`config.mk`:
```
export PLATFORM = sky130hd
export DESIGN_NAME = zigbee_pin_bridge_flat
export DESIGN_NICKNAME = d
export VERILOG_FILES = /design/src/rtl/zigbee_pin_bridge_if.sv /design/src/rtl/zigbee_pin_bridge.sv /design/src/flat_wrapper.sv
export SDC_FILE = /design/constraint.sdc
export NUM_CORES = 1
export LEC_CHECK = 0
export CAP_MARGIN = 25
export CORE_ASPECT_RATIO = 1.1
export CORE_MARGIN = 2
export CORE_UTILIZATION = 58
export DETAILED_ROUTE_END_ITERATION = 8
export PLACE_DENSITY = 0.79
export SLEW_MARGIN = 0
export SYNTH_ARGS = -nofsm -noshare
export SYNTH_HDL_FRONTEND = slang
export SYNTH_SLANG_ARGS = --single-unit
```
`constraint.sdc`:
```
create_clock -name clk_i -period 4 [get_ports clk_i]
set_clock_uncertainty 0.05 [all_clocks]
set_input_delay 0.8 -clock clk_i [delete_from_list [all_inputs] [get_ports clk_i]]
set_output_delay 0.8 -clock clk_i [all_outputs]
set_load 0.005 [all_outputs]
```
`src/rtl/zigbee_pin_bridge_if.sv`:
```
// Signal bundle between the pad ring / modem core and the ZigBee pin bridge.
// The bridge uses the slave view; the pad/core side uses the master view.
interface zigbee_pin_bridge_if;
    logic [1:0]  sel_i;
    logic [21:0] mux_i;
    logic [17:0] mux_o;
    logic [7:0]  tx_data_o;
    logic        tx_valid_o;
    logic        tx_ready_i;
    logic [7:0]  rx_data_i;
    logic        rx_valid_i;
    logic        rx_ready_o;

    modport slave (
        input  sel_i, mux_i, tx_ready_i, rx_data_i, rx_valid_i,
        output mux_o, tx_data_o, tx_valid_o, rx_ready_o
    );

    modport master (
        output sel_i, mux_i, tx_ready_i, rx_data_i, rx_valid_i,
        input  mux_o, tx_data_o, tx_valid_o, rx_ready_o
    );
endinterface

```
`src/rtl/zigbee_pin_bridge.sv`:
```
// Pin bridge: synchronises the asynchronous pin bus, runs toggle handshakes
// into a TX FIFO / out of an RX FIFO, and multiplexes mux_o by pin mode.
//
// mode      | meaning
// MODE_TX   | pin strobe toggles push bytes into the TX FIFO
// MODE_RX   | RX FIFO head shown on the pins, host ack toggles pop it
// MODE_LOOP | synced pin bus looped back onto mux_o
// MODE_STAT | FIFO counts and sticky flags shown, mux_i[0] rise clears flags
module zigbee_pin_bridge #(
    parameter int FIFO_DEPTH  = 8,
    parameter int SYNC_STAGES = 2
) (
    input logic                clk_i,
    input logic                resetn_i,
    zigbee_pin_bridge_if.slave bus
);
    localparam int AW = $clog2(FIFO_DEPTH);
    localparam int PW = AW + 1;

    typedef enum logic [1:0] {
        MODE_TX   = 2'd0,
        MODE_RX   = 2'd1,
        MODE_LOOP = 2'd2,
        MODE_STAT = 2'd3
    } mode_t;

    logic [SYNC_STAGES-1:0][21:0] mux_sync;
    logic [SYNC_STAGES-1:0][1:0]  sel_sync;
    logic [21:0] s_mux;
    mode_t       s_sel;
    mode_t       sel_prev;
    mode_t       mode_q;
    mode_t       mode_d;

    logic tx_ref, ack_ref, clr_ref;
    logic tx_ack, rx_vtog, tx_ovf, rx_unf;
    logic [PW-1:0] tx_wr, tx_rd, rx_wr, rx_rd;
    logic [PW-1:0] tx_wr_d, tx_rd_d, rx_wr_d, rx_rd_d;
    logic [7:0] tx_mem [FIFO_DEPTH];
    logic [7:0] rx_mem [FIFO_DEPTH];
    logic [17:0] mux_q;
    logic [17:0] mux_d;

    logic steady, mode_load, refs_load;
    logic tx_empty, tx_full, rx_empty, rx_full;
    logic tx_tog, tx_push, tx_pop, rx_ack_tog, rx_push, rx_pop, stat_clr;
    logic tx_ack_d, rx_vtog_d, tx_ovf_d, rx_unf_d;
    logic [7:0] rx_head_d;
    logic unused_bits;

    function automatic logic [3:0] sat4(input logic [PW-1:0] cnt);
        logic [31:0] wide;
        wide = 32'(cnt);
        return (wide > 32'd15) ? 4'hF : wide[3:0];
    endfunction

    always_ff @(posedge clk_i or negedge resetn_i) begin
        if (!resetn_i) begin
            mux_sync <= '0;
            sel_sync <= '0;
        end else begin
            mux_sync[0] <= bus.mux_i;
            sel_sync[0] <= bus.sel_i;
            for (int i = 1; i < SYNC_STAGES; i++) begin
                mux_sync[i] <= mux_sync[i-1];
                sel_sync[i] <= sel_sync[i-1];
            end
        end
    end

    assign s_mux       = mux_sync[SYNC_STAGES-1];
    assign s_sel       = mode_t'(sel_sync[SYNC_STAGES-1]);
    assign unused_bits = ^s_mux[21:18];

    // Pin actions only while the synced selector agrees with the mode, so a
    // toggle racing a mode change is absorbed by the ref reload instead.
    assign steady    = (s_sel == mode_q) && (sel_prev == mode_q);
    assign mode_load = (s_sel == sel_prev) && (s_sel != mode_q);

    assign tx_empty = (tx_wr == tx_rd);
    assign tx_full  = (tx_wr[AW] != tx_rd[AW]) && (tx_wr[AW-1:0] == tx_rd[AW-1:0]);
    assign rx_empty = (rx_wr == rx_rd);
    assign rx_full  = (rx_wr[AW] != rx_rd[AW]) && (rx_wr[AW-1:0] == rx_rd[AW-1:0]);

    assign tx_pop     = !tx_empty && bus.tx_ready_i;
    assign tx_tog     = steady && (mode_q == MODE_TX) && (s_mux[8] != tx_ref);
    assign tx_push    = tx_tog && (!tx_full || tx_pop);
    assign rx_ack_tog = steady && (mode_q == MODE_RX) && (s_mux[9] != ack_ref);
    assign rx_pop     = rx_ack_tog && !rx_empty;
    assign rx_push    = bus.rx_valid_i && (!rx_full || rx_pop);
    assign stat_clr   = steady && (mode_q == MODE_STAT) && s_mux[0] && !clr_ref;

    assign tx_wr_d = tx_wr + PW'(tx_push);
    assign tx_rd_d = tx_rd + PW'(tx_pop);
    assign rx_wr_d = rx_wr + PW'(rx_push);
    assign rx_rd_d = rx_rd + PW'(rx_pop);

    assign tx_ack_d  = tx_ack ^ tx_push;
    assign rx_vtog_d = rx_vtog ^ ((rx_empty && rx_push) || (rx_pop && (rx_wr_d != rx_rd_d)));
    assign tx_ovf_d  = (tx_ovf | (tx_tog && !tx_push)) & ~stat_clr;
    assign rx_unf_d  = (rx_unf | (rx_ack_tog && rx_empty)) & ~stat_clr;
    // A byte pushed into the slot that becomes the head is not in memory yet.
    assign rx_head_d = (rx_push && (rx_wr == rx_rd_d)) ? bus.rx_data_i : rx_mem[rx_rd_d[AW-1:0]];

    always_comb begin
        mode_d    = mode_q;
        refs_load = steady || mode_load;
        mux_d     = '0;
        if (mode_load) mode_d = s_sel;
        case (mode_d)
            MODE_TX:   mux_d = {15'd0, tx_ovf_d,
                                (tx_wr_d[AW] != tx_rd_d[AW]) && (tx_wr_d[AW-1:0] == tx_rd_d[AW-1:0]),
                                tx_ack_d};
            MODE_RX:   mux_d = {8'd0, (rx_wr_d == rx_rd_d), rx_vtog_d, rx_head_d};
            MODE_LOOP: mux_d = s_mux[17:0];
            MODE_STAT: mux_d = {8'd0, rx_unf_d, tx_ovf_d,
                                sat4(rx_wr_d - rx_rd_d), sat4(tx_wr_d - tx_rd_d)};
            default:   mux_d = '0;
        endcase
    end

    always_ff @(posedge clk_i or negedge resetn_i) begin
        if (!resetn_i) begin
            mode_q   <= MODE_TX;
            sel_prev <= MODE_TX;
            tx_ref   <= 1'b0;
            ack_ref  <= 1'b0;
            clr_ref  <= 1'b0;
            tx_wr    <= '0;
            tx_rd    <= '0;
            rx_wr    <= '0;
            rx_rd    <= '0;
            tx_ack   <= 1'b0;
            rx_vtog  <= 1'b0;
            tx_ovf   <= 1'b0;
            rx_unf   <= 1'b0;
            mux_q    <= '0;
        end else begin
            mode_q   <= mode_d;
            sel_prev <= s_sel;
            if (refs_load) begin
                tx_ref  <= s_mux[8];
                ack_ref <= s_mux[9];
                clr_ref <= s_mux[0];
            end
            tx_wr   <= tx_wr_d;
            tx_rd   <= tx_rd_d;
            rx_wr   <= rx_wr_d;
            rx_rd   <= rx_rd_d;
            tx_ack  <= tx_ack_d;
            rx_vtog <= rx_vtog_d;
            tx_ovf  <= tx_ovf_d;
            rx_unf  <= rx_unf_d;
            mux_q   <= mux_d;
        end
    end

    always_ff @(posedge clk_i) begin
        if (tx_push) tx_mem[tx_wr[AW-1:0]] <= s_mux[7:0];
        if (rx_push) rx_mem[rx_wr[AW-1:0]] <= bus.rx_data_i;
    end

    assign bus.mux_o      = mux_q;
    assign bus.tx_valid_o = !tx_empty;
    assign bus.tx_data_o  = tx_mem[tx_rd[AW-1:0]];
    assign bus.rx_ready_o = !rx_full;
endmodule
```
`src/flat_wrapper.sv`:
```
// flat-port wrapper written by rule: the top's interface ports become plain ports
module zigbee_pin_bridge_flat 
#(
    parameter int FIFO_DEPTH  = 8,
    parameter int SYNC_STAGES = 2
)
  (clk_i, resetn_i, bus_sel_i, bus_mux_i, bus_tx_ready_i, bus_rx_data_i, bus_rx_valid_i, bus_mux_o, bus_tx_data_o, bus_tx_valid_o, bus_rx_ready_o);
  zigbee_pin_bridge_if bus_i ();
  input logic clk_i;
  input logic resetn_i;
  input wire logic [$bits(bus_i.sel_i)-1:0] bus_sel_i;
  input wire logic [$bits(bus_i.mux_i)-1:0] bus_mux_i;
  input wire logic [$bits(bus_i.tx_ready_i)-1:0] bus_tx_ready_i;
  input wire logic [$bits(bus_i.rx_data_i)-1:0] bus_rx_data_i;
  input wire logic [$bits(bus_i.rx_valid_i)-1:0] bus_rx_valid_i;
  output wire logic [$bits(bus_i.mux_o)-1:0] bus_mux_o;
  output wire logic [$bits(bus_i.tx_data_o)-1:0] bus_tx_data_o;
  output wire logic [$bits(bus_i.tx_valid_o)-1:0] bus_tx_valid_o;
  output wire logic [$bits(bus_i.rx_ready_o)-1:0] bus_rx_ready_o;
  assign bus_i.sel_i = bus_sel_i;
  assign bus_i.mux_i = bus_mux_i;
  assign bus_i.tx_ready_i = bus_tx_ready_i;
  assign bus_i.rx_data_i = bus_rx_data_i;
  assign bus_i.rx_valid_i = bus_rx_valid_i;
  assign bus_mux_o = bus_i.mux_o;
  assign bus_tx_data_o = bus_i.tx_data_o;
  assign bus_tx_valid_o = bus_i.tx_valid_o;
  assign bus_rx_ready_o = bus_i.rx_ready_o;
  zigbee_pin_bridge #(.FIFO_DEPTH(FIFO_DEPTH), .SYNC_STAGES(SYNC_STAGES)) u_core (.clk_i(clk_i), .resetn_i(resetn_i), .bus(bus_i));
endmodule
```
==> Flow_metrics.wiki <==
{| class="wikitable"
! Metric !! Value
|-
| Post-synthesis instance area || 8354 µm²
|-
| Result of the run || finished clean
|-
| Max-cap viol count || 0
|-
| Clock network fraction of total power || 0.309
|-
| Clk pin slew, worst setup/hold paths || 0.06 ns
|-
| Initial DRC Count || 344
|-
| Via/cell ratio || 5.685
|-
| Placed cell count || 730
|-
| TritonCTS clock tree || built
|-
| Total count of hold-check failures in the final report || 0
|-
| I/O Buffers || 59
|-
| Combinational fraction of design power || 0.269
|-
| Number of top-level pins || 64
|-
| Most instantiated flip-flop cell in the synthesis netlist || sky130_fd_sc_hd__edfxtp_1
|-
| Switching power summed over all nets || 0.001750 W
|-
| Y dimension of the die || 129.9 µm
|-
| Post-detailed-placement half-perimeter wirelength || 10.21 mm
|-
| Met3 Use GR || 0.02666
|-
| Diode insertion count for antenna repair || 0
|-
| Fraction of final layout cells with drive strength greater than 1 || 0.1854
|-
| Net total in the final layout || 616
|-
| # Post-CTS Setup Buffers || 0
|-
| Simple-Gate Fraction of Synth Area || 0.05422
|-
| Insertion delay of the later-clocked pin in the worst-skew pair || 0.49 ns
|-
| Setup repair after global routing missed its margin || no
|-
| Synth Warn # || 0
|-
| Mux contribution to synthesized area || 0.1120
|-
| RePlAce Congestion || 0.8170
|-
| Worst min path class || in -> async
|-
| Max Fclk || 275.3 MHz
|-
| Pwr per Cell Area || 647.9 nW/µm²
|-
| Fraction of the mapped netlist area in adder cells || 0.02876
|-
| H-tree Lvls || 1
|-
| Proportion of register bits with asynchronous set or reset after synthesis || 0.3991
|-
| Number of enable-type register cells in the synthesized netlist || 128
|-
| Post-layout min period || 3.632 ns
|-
| Number of buffers added by the clock tree synthesis step || 21
|-
| Peak supply drop || 0.0004802 V
|-
| Via count of the first global-routing pass || 4660
|-
| Die area || 15380 µm²
|-
| Count of unique library cells instantiated by Yosys || 53
|-
| Overflow after GRT || 0
|-
| Mean cell area of the mapped netlist || 17.48 µm²
|-
| Most utilized layer in the global route result || met2
|-
| Routed vias || 4372
|-
| DRC Markers || 0
|-
| Main combinational cell family by area after synthesis || multiplexers
|-
| Standard cell core area || 14270 µm²
|-
| Buffer type at the clock tree root || sky130_fd_sc_hd__clkbuf_16
|-
| Total of flip-flops plus latches after synthesis || 213
|-
| Actual transition at the worst max-transition pin || 0.8702 ns
|-
| Number of antenna violations at the first check in global routing || 0
|-
| Detailed-route wire length per cell || 20.09 µm
|-
| Max transition margin || 0.4177
|-
| Maximum number of pins on one net before global-route repair || 86
|-
| Final standard cell count with taps included and fillers excluded || 769
|-
| Kind of critical path || reg -> reg
|-
| Wire length of the first global-routing pass || 24.62 mm
|-
| Area Overhead vs Synth || 19.60%
|-
| Number of iterations in the first detailed-routing pass || 6
|-
| Final-report setup violation count || 0
|-
| GR Util All Layers || 0.2086
|-
| Number of max-slew violations in the final report || 0
|-
| Number of clock sinks seen by CTS || 213
|-
| Starting utilization of the core area || 0.5853
|-
| Met2 GRT Util || 0.3713
|-
| Largest buffer count on any clock path || 3
|-
| Kind of capture point of the worst setup path || register
|-
| Kind of start point of the critical path || register
|-
| Data required time of the critical path || 4.31 ns
|-
| Complex-gate fraction of the synthesized area || 0.03460
|-
| Met1 usage in global routing || 0.2730
|-
| Xor/xnor share of the synthesized area || 0.03744
|-
| CP max FO || 10
|-
| Internal power summed over all cells || 0.004724 W
|-
| Arrival time worst endpoint || 3.95 ns
|-
| Total detailed-routing wirelength || 15.45 mm
|-
| Chip width || 118.4 µm
|-
| Flop pwr share || 0.422
|-
| TNS Setup || 0 ns
|-
| Post-synthesis sequential area ratio || 0.7147
|-
| Count of standard-cell rows || 46
|-
| Total nets after synthesis || 532
|-
| CTS Hold Buffers Added || 0
|-
| Static Leak || 3.825 nW
|-
| Detail Route Antenna Nets || 0
|-
| Number of cells produced by synthesis || 478
|-
| Overall power || 0.006474 W
|-
| Crit share post-route || 0.9081
|-
| Switching part of the total || 0.2703
|}
==> final cells by class <==
class                      count  area [µm²]
clock inverter                 8       122.6
sequential                   213        5971
tap                          192       240.2
fill                         936        4282
inverter                      15       56.30
clock buffer                  30       593.1
timing repair buffer          81       773.2
multi-input combinational    230        2236
==> placed cells by master (no fill, tap or decap), types with 2 or more instances in the layout <==
cell type / n
sky130_fd_sc_hd__inv_6: 2
sky130_fd_sc_hd__and3b_1: 2
sky130_fd_sc_hd__clkinv_2: 3
sky130_fd_sc_hd__buf_4: 22
sky130_fd_sc_hd__a211oi_1: 2
sky130_fd_sc_hd__mux2i_1: 8
sky130_fd_sc_hd__nor3b_1: 3
sky130_fd_sc_hd__xor2_1: 25
sky130_fd_sc_hd__fa_1: 2
sky130_fd_sc_hd__nor4_1: 2
sky130_fd_sc_hd__and3_1: 8
sky130_fd_sc_hd__mux4_2: 32
sky130_fd_sc_hd__nor2_1: 21
sky130_fd_sc_hd__mux2_2: 12
sky130_fd_sc_hd__clkdlybuf4s50_1: 58
sky130_fd_sc_hd__o22ai_1: 3
sky130_fd_sc_hd__nand2_1: 20
sky130_fd_sc_hd__o21ai_1: 3
sky130_fd_sc_hd__clkbuf_16: 21
sky130_fd_sc_hd__a21oi_1: 11
sky130_fd_sc_hd__o21ai_0: 8
sky130_fd_sc_hd__xnor2_1: 8
sky130_fd_sc_hd__dfrtp_1: 85
sky130_fd_sc_hd__nand2b_1: 2
sky130_fd_sc_hd__bufinv_16: 3
sky130_fd_sc_hd__clkbuf_1: 5
sky130_fd_sc_hd__inv_1: 14
sky130_fd_sc_hd__clkbuf_8: 3
sky130_fd_sc_hd__nor3_1: 8
sky130_fd_sc_hd__nor2b_1: 3
sky130_fd_sc_hd__ha_1: 16
sky130_fd_sc_hd__nand3_1: 6
sky130_fd_sc_hd__o21a_1: 2
sky130_fd_sc_hd__edfxtp_1: 128
sky130_fd_sc_hd__o221ai_1: 2
==> cell families after synthesis <==
group,after synthesis
simple gates,84
buf+inv,35
compound gates,42
fa+ha+maj,18
xor+xnor,34
flops,213
mux,52
==> per-stage QoR <==
step | setup slack, ns | hold WS (ns) | util | cell area, µm²
after floorplan | 0.5005 | 0.2812 | - | 8354
after global placement | 0.3344 | 0.2831 | 0.6480 | 9249
after detailed placement | 0.2211 | 0.2847 | 0.6480 | 9249
after CTS | 0.2135 | 0.2978 | 0.6981 | 9965
after global routing | 0.1221 | 0.08202 | 0.7000 | 9992
final | 0.3678 | 0.08593 | 0.7000 | 9992
==> flip-flops by register name, summed over array words and instances (netlist names), 2 cells and up <==
register,flops
u_core.s_sel,2
u_core.tx_mem,64
u_core.rx_mem,64
u_core.bus.mux_o,18
u_core.mux_sync,18
u_core.rx_wr,4
u_core.tx_rd,4
u_core.sel_prev,2
u_core.tx_wr,4
u_core.rx_rd,4
u_core.s_mux,18
u_core.mode_q,2
u_core.sel_sync,2
==> cells in the mapped netlist (all sizes together) (6+ instances only) <==
library cell,n,area share
o21ai,11,0.0066
ha,16,0.024
mux2,12,0.016
and3,8,0.0060
nand2,20,0.0090
mux4,32,0.086
nand3,6,0.0036
edfxtp,128,0.46
inv,14,0.0063
xnor2,8,0.0084
mux2i,8,0.0096
xor2,25,0.026
clkbuf,11,0.0049
nor2,21,0.0094
nor3,9,0.0067
a21oi,11,0.0066
buf,9,0.0066
dfrtp,85,0.25
==> routing by layer <==
| layer | up-vias | routed length (µm) |
|---|---|---|
| li1 | 1969 | - |
| met1 | 2264 | 6426 |
| met2 | 112 | 7980 |
| met3 | 27 | 670 |
| met4 | 0 | 371 |
| met5 | - | 0 |
==> power groups by stage <==
| stage | sequential (W) | clock, W | combinational (W) |
|---|---|---|---|
| after floorplan | 0.00271 | 0 | 0.00116 |
| after global placement | 0.00276 | 0 | 0.00169 |
| after detailed placement | 0.00277 | 0 | 0.00174 |
| after CTS | 0.00273 | 0.00203 | 0.00175 |
| after global routing | 0.00276 | 0.00212 | 0.00190 |
| final | 0.00273 | 0.00200 | 0.00174 |
==> path summary, 6_finish.rpt <==
| path | startpoint | endpoint | slack (ns) | depth (start not counted) |
|---|---|---|---|---|
| worst max-delay path | u_core.rx_wr[2] | u_core.bus.mux_o[7] | 0.37 | 13 |
| worst min-delay path | resetn_i | u_core.rx_rd[2] | 0.09 | 1 |
| worst max register to register | u_core.rx_wr[2] | u_core.bus.mux_o[7] | 0.37 | 13 |
| worst min register to register | u_core.mux_sync[3] | u_core.s_mux[3] | 0.29 | 0 |
| max in group asynchronous | resetn_i | u_core.bus.mux_o[5] | 3.21 | 2 |
| min in group clk_i | u_core.mux_sync[3] | u_core.s_mux[3] | 0.29 | 0 |
==> critical path, stage by stage, from the launching register on <==
cell	delay, ns
sky130_fd_sc_hd__dfrtp_1	0.52
sky130_fd_sc_hd__xor2_1	0.23
sky130_fd_sc_hd__or4_4	0.58
sky130_fd_sc_hd__o21ai_1	0.35
sky130_fd_sc_hd__inv_1	0.11
sky130_fd_sc_hd__ha_1	0.23
sky130_fd_sc_hd__ha_1	0.22
sky130_fd_sc_hd__xor2_1	0.25
sky130_fd_sc_hd__ha_1	0.30
sky130_fd_sc_hd__nand2_1	0.07
sky130_fd_sc_hd__nor2_1	0.04
sky130_fd_sc_hd__a211oi_1	0.25
sky130_fd_sc_hd__xor2_1	0.17
sky130_fd_sc_hd__o221ai_1	0.13
==> timing repair <==
item                       4_1_cts  5_1_grt
setup endpoints to repair        0        1
resized for setup                0        1
hold endpoints to repair         0        0
No activity file was read; power rests on OpenSTA's default activity.
